### src/rtl/hazard_trap_sequencer_pkg.sv
// rtl/hazard_trap_sequencer_pkg.sv - shared types and cause codes for the hazard/trap sequencer
package hazard_trap_sequencer_pkg;

  typedef struct packed {
    logic stall;
    logic flush;
  } control_t;

  typedef enum logic {
    RUN    = 1'b0,
    SETTLE = 1'b1
  } state_e;

  localparam int CAUSE_INSTR_MISALIGN = 0;
  localparam int CAUSE_ILLEGAL        = 2;
  localparam int CAUSE_BREAKPOINT     = 3;
  localparam int CAUSE_LOAD_MISALIGN  = 4;
  localparam int CAUSE_STORE_MISALIGN = 6;
  localparam int CAUSE_ECALL_M        = 11;

endpackage

### src/rtl/hazard_oldest_pick.sv
// rtl/hazard_oldest_pick.sv - priority encoder returning the oldest (highest index) valid exception
module hazard_oldest_pick #(
  parameter int N  = 4,
  parameter int IW = $clog2(N)
) (
  input  logic [N-1:0]  valid_i,
  input  logic [N-1:0]  exc_i,
  output logic          found_o,
  output logic [IW-1:0] idx_o
);

  // Ascending scan so the last hit, i.e. the oldest register, wins.
  always_comb begin
    found_o = 1'b0;
    idx_o   = '0;
    for (int i = 0; i < N; i++) begin
      if (valid_i[i] && exc_i[i]) begin
        found_o = 1'b1;
        idx_o   = IW'(i);
      end
    end
  end

endmodule

### src/rtl/hazard_trap_sequencer.sv
// rtl/hazard_trap_sequencer.sv - stall/flush generation, oldest-first trap acceptance and settle FSM
module hazard_trap_sequencer
  import hazard_trap_sequencer_pkg::*;
#(
  parameter int NUM_REGS      = 4,
  parameter int REG_W         = 5,
  parameter int CAUSE_W       = 4,
  parameter int LOAD_LATENCY  = 1,
  parameter int BRANCH_REG    = 1,
  parameter int SETTLE_CYCLES = 2,
  parameter int CNT_W         = 16
) (
  input  logic                          clock,
  input  logic                          reset,
  input  logic [NUM_REGS-1:0]           reg_valid,
  input  logic [NUM_REGS-1:0]           reg_exc,
  input  logic [NUM_REGS*CAUSE_W-1:0]   reg_cause,
  input  logic [NUM_REGS*REG_W-1:0]     reg_dest,
  input  logic [NUM_REGS-1:0]           reg_is_load,
  input  logic [REG_W-1:0]              dec_rs1,
  input  logic [REG_W-1:0]              dec_rs2,
  input  logic                          dec_illegal,
  input  logic                          branch_taken,
  input  logic                          mret,
  input  logic                          stall_ext,
  output logic [NUM_REGS-1:0]           stall,
  output logic [NUM_REGS-1:0]           flush,
  output logic                          trap_take,
  output logic [CAUSE_W-1:0]            trap_cause,
  output logic [$clog2(NUM_REGS)-1:0]   trap_reg,
  output logic                          settling,
  output logic [CNT_W-1:0]              load_use_cnt
);

  localparam int IW = $clog2(NUM_REGS);
  localparam int SW = (SETTLE_CYCLES > 1) ? $clog2(SETTLE_CYCLES) : 1;

  state_e                      state_q, state_d;
  logic [SW-1:0]               scnt_q, scnt_d;
  logic [CNT_W-1:0]            lu_cnt_q, lu_cnt_d;
  control_t [NUM_REGS-1:0]     ctrl;
  logic                        found;
  logic [IW-1:0]               pick_idx;
  logic                        take_c;
  logic [CAUSE_W-1:0]          cause_c;
  logic [IW-1:0]               treg_c;
  logic                        hazard;
  logic                        redirect;
  logic                        unused_inputs;

  // Only registers 1..LOAD_LATENCY are inspected; the rest of these buses is don't-care here.
  assign unused_inputs = ^{reg_dest, reg_is_load};

  hazard_oldest_pick #(.N(NUM_REGS), .IW(IW)) u_pick (
    .valid_i (reg_valid),
    .exc_i   (reg_exc),
    .found_o (found),
    .idx_o   (pick_idx)
  );

  always_comb begin
    hazard = 1'b0;
    for (int j = 1; j <= LOAD_LATENCY; j++) begin
      if (reg_valid[j] && reg_is_load[j] && (reg_dest[j*REG_W +: REG_W] != '0) &&
          reg_valid[0] && !dec_illegal &&
          ((reg_dest[j*REG_W +: REG_W] == dec_rs1) || (reg_dest[j*REG_W +: REG_W] == dec_rs2)))
        hazard = 1'b1;
    end
  end

  // mret and branch produce the same flush; they are merged here.
  assign redirect = mret || branch_taken;

  always_comb begin
    ctrl     = '0;
    take_c   = 1'b0;
    cause_c  = '0;
    treg_c   = '0;
    state_d  = state_q;
    scnt_d   = scnt_q;
    lu_cnt_d = lu_cnt_q;
    case (state_q)
      RUN: begin
        if (!stall_ext && found) begin
          take_c  = 1'b1;
          cause_c = reg_cause[pick_idx*CAUSE_W +: CAUSE_W];
          treg_c  = pick_idx;
          for (int i = 0; i < NUM_REGS; i++)
            if (IW'(i) <= pick_idx) ctrl[i].flush = 1'b1;
          state_d = SETTLE;
          scnt_d  = SW'(SETTLE_CYCLES - 1);
        end else begin
          if (redirect)
            for (int i = 0; i <= BRANCH_REG; i++) ctrl[i].flush = 1'b1;
          if (stall_ext) begin
            for (int i = 0; i < NUM_REGS; i++) ctrl[i].stall = 1'b1;
          end else if (hazard && !redirect) begin
            ctrl[0].stall = 1'b1;
            ctrl[1].flush = 1'b1;
            if (lu_cnt_q != '1) lu_cnt_d = lu_cnt_q + 1'b1;
          end
        end
      end
      SETTLE: begin
        ctrl[0].stall = 1'b1;
        ctrl[1].flush = 1'b1;
        if (stall_ext)
          for (int i = 0; i < NUM_REGS; i++) ctrl[i].stall = 1'b1;
        if (scnt_q == '0) state_d = RUN;
        else              scnt_d  = scnt_q - 1'b1;
      end
      default: state_d = RUN;
    endcase
  end

  always_ff @(posedge clock) begin
    if (!reset) begin
      state_q  <= RUN;
      scnt_q   <= '0;
      lu_cnt_q <= '0;
    end else begin
      state_q  <= state_d;
      scnt_q   <= scnt_d;
      lu_cnt_q <= lu_cnt_d;
    end
  end

  // Every output, combinational ones included, is held at zero while reset is low.
  always_comb begin
    stall = '0;
    flush = '0;
    for (int i = 0; i < NUM_REGS; i++) begin
      stall[i] = reset && ctrl[i].stall;
      flush[i] = reset && ctrl[i].flush;
    end
    trap_take    = reset && take_c;
    trap_cause   = reset ? cause_c : '0;
    trap_reg     = reset ? treg_c : '0;
    settling     = reset && (state_q == SETTLE);
    load_use_cnt = reset ? lu_cnt_q : '0;
  end

endmodule

### config.mk
export PLATFORM = sky130hd
export DESIGN_NAME = hazard_trap_sequencer
export DESIGN_NICKNAME = d
export VERILOG_FILES = /design/src/rtl/hazard_trap_sequencer_pkg.sv /design/src/rtl/hazard_oldest_pick.sv /design/src/rtl/hazard_trap_sequencer.sv
export SDC_FILE = /design/constraint.sdc
export NUM_CORES = 1
export LEC_CHECK = 0
export BUFFER_PORTS_ARGS = -buffer_cell sky130_fd_sc_hd__buf_2
export CORE_AREA = 10 10 73 75
export CTS_CLUSTER_DIAMETER = 30
export CTS_CLUSTER_SIZE = 12
export DETAILED_ROUTE_END_ITERATION = 7
export DIE_AREA = 0 0 83 85
export PLACE_DENSITY = 0.73
export SKIP_CTS_REPAIR_TIMING = 1
export SYNTH_ARGS = -nofsm -noshare
export SYNTH_HDL_FRONTEND = slang
export SYNTH_SLANG_ARGS = --single-unit
### constraint.sdc
create_clock -name clock -period 1.95 [get_ports clock]
set_input_delay 0.2925 -clock clock [delete_from_list [all_inputs] [get_ports clock]]
set_output_delay 0.2925 -clock clock [all_outputs]
set_load 0.02 [all_outputs]
==> metrics <==
number of setup violations in the final report=1; global route overflow=0; GR Layer Usage met1=14.07%; critical path startpoint category=input port; Setup crit end kind=primary output; Mapped Avg Cell Area=7.239 um^2; via count=1744; Final GP Congestion=0.9063; WP buf/inv=2; Max Slew Vio Count=0; fin area=2118 um^2; CP arrival=1.70 ns; largest net degree at the start of global routing=21; die width=83 um; die area=7055 um^2; crit path kind=input port to primary output; initial antenna violation count=0; Most Crowded Layer GR=met2; area share of the leading cell type in the synthesized netlist=26.06%; vias in the first global route=1809; Worst slew margin=77.82%; M3 GR Usage=5.258%; # clock sinks=18; Final TNS setup=-0.04306 ns; VDD IR max=0.0005563 V; mapped cell area=1383 um^2; pwr/cell area=446.8 nW/um^2; status=finished with violations; Worst-path clk slew=0.07 ns; fin crit share=102.2%; placed cell areas=1936 um^2; Post-Syn Instances=191; Synth Warn #=0; Worst-Skew Late Latency=0.26 ns; Hold Fails Final Rpt=0; post-synthesis sequential area ratio=26.06%; Finished Layout Cells=337; final wirelength=4.844 mm; Hold Crit Class=flop to flop; Antenna diodes=0; DRC=0; Starting Density=35.33%; CTS Buf Count=3; clk_skew=0.001957 ns; number of cell rows=23; FF+latch count, synth=18; Lkg Pwr=1.019 nW; Max-cap violations=0; Post-DRT Antenna Nets=0; Synth Net Count=256; fin crit period=1.993 ns; RSZ-0062 raised after global routing=yes; first-pass GRT wire length=8.010 mm; slew of the pin with the lowest slew margin=0.3301 ns; drt initial violations=55; final net count=353; slowest cell on the critical path=or4_4; CTS tree=yes; Die H=85 um; Max Clk Rate=0.5017 GHz; DP HPWL=3.789 mm; top fanout value on the critical path=2; delay-heaviest family, CP=simple AND/OR/NAND/NOR gates; met2 Use GR=23.38%; layout cell share with drive strength beyond 1=42.86%; maximum clock insertion buffer count=2; setup ws final=-0.04306 ns; CP cell instances=buf_2 -> xnor2_2 -> nand3_1 -> o22ai_2 -> nand2b_1 -> or4_4 -> a21oi_4 -> buf_6; H-tree depth=1; CP Data Required Time=1.66 ns; violated checks=setup timing; Area Growth Syn to Fin=53.21%; Yosys cell types=38; Tot GR Track Use=13.02%; DR WL/cell=14.37 um; vias per cell=5.175; # port buffers=77; most area-consuming cells after synthesis=dfxtp_1, nand3_1, and2_1, xnor2_1, nand2_1; placed cells=330; CP peak stage delay=0.49 ns; core footprint=3914 um^2; I/O Pins=96; Design Power=0.9465 mW; leading area contributor after synthesis=dfxtp_1; drt pass-1 iters=4; Root Driver=clkbuf_8
-- per-stage QoR --
step,worst slack [ns],hold WS (ns),utilization (%)
floorplan,-0.03316,0.4270,-
global placement,-0.1463,0.4402,49.46
detailed placement,-0.1405,0.4562,49.46
CTS,-0.1515,0.4726,50.86
global route,-0.1129,0.5005,54.12
finish,-0.04306,0.4708,54.12
-- layout make-up --
cell class	instances	area, um^2
repair buffers	100	585.6
fillers	403	1795
well taps	50	62.56
inverters	5	18.77
flip-flops and latches	18	360.3
multi-input cells	160	1036
clock buffers	4	55.05
-- cells in the mapped netlist (all sizes together) --
| cell | count |
|---|---|
| xnor2 | 11 |
| and3 | 3 |
| o22ai | 1 |
| nor3 | 6 |
| buf | 5 |
| nor3b | 1 |
| nor2b | 1 |
| nand2b | 1 |
| inv | 5 |
| nand2 | 25 |
| ha | 1 |
| nand3b | 1 |
| a222oi | 1 |
| nand3 | 22 |
| a311oi | 1 |
| nand4 | 5 |
| clkbuf | 3 |
| o21ai | 12 |
| or2b | 1 |
| dfxtp | 18 |
| a21oi | 14 |
| o211ai | 4 |
| a21o | 1 |
| a31oi | 2 |
| or3 | 8 |
| and4b | 1 |
| a21boi | 1 |
| or4 | 6 |
| nor2 | 11 |
| xor2 | 1 |
| mux2 | 1 |
| and2 | 17 |
-- logic make-up (layout without fill, tap and decap cells) --
| kind of cell | after synthesis | count (layout) | synth area share [%] |
|---|---|---|---|
| buf+inv | 13 | 109 | 5.430 |
| fa+ha+maj | 1 | 1 | 0.9048 |
| xor+xnor | 12 | 12 | 7.602 |
| compound gates | 37 | 37 | 15.84 |
| mux | 1 | 1 | 0.8144 |
| simple gates | 109 | 109 | 43.35 |
| flops | 18 | 18 | 26.06 |
-- registers in the layout (all words and copies together) (netlist names) --
signal    count
scnt_q        1
lu_cnt_q     16
state_q       1
-- final timing paths --
| check | from | to | slack, ns | cells after the start |
|---|---|---|---|---|
| hold reg to reg | scnt_q | state_q | 0.47 | 1 |
| hold / removal | scnt_q | state_q | 0.47 | 1 |
| setup / recovery | dec_rs1[0] | stall[0] | -0.04 | 8 |
| setup reg to reg | state_q | lu_cnt_q[15] | 0.20 | 7 |
-- layer usage --
| layer | part of all wire, % | vias to the layer above |
|---|---|---|
| met5 | 0 | - |
| met4 | 1.4 | 0 |
| met3 | 8.8 | 10 |
| met2 | 49 | 69 |
| met1 | 40 | 792 |
| li1 | - | 873 |
-- cell usage in the layout (no fill, tap or decap), types with 2 or more instances in the layout --
| cell type | n |
|---|---|
| o211ai_1 | 4 |
| nand2_1 | 24 |
| nor3_1 | 5 |
| nand3_1 | 22 |
| buf_2 | 69 |
| o21ai_1 | 2 |
| and3_1 | 2 |
| or3_1 | 7 |
| or4_1 | 5 |
| xnor2_1 | 4 |
| a31oi_1 | 2 |
| o21ai_0 | 9 |
| a21oi_1 | 12 |
| inv_1 | 5 |
| clkbuf_8 | 4 |
| dfxtp_1 | 18 |
| xnor2_2 | 7 |
| buf_4 | 29 |
| buf_6 | 2 |
| nor2_1 | 11 |
| nand4_2 | 2 |
| and2_1 | 17 |
| nand4_1 | 3 |
-- power by group --
group,internal [mW],total (mW),switching [mW]
combinational,0.127,0.258,0.132
sequential,0.371,0.375,0.00329
clock,0.180,0.313,0.134
(Power assumes the default switching activity.)
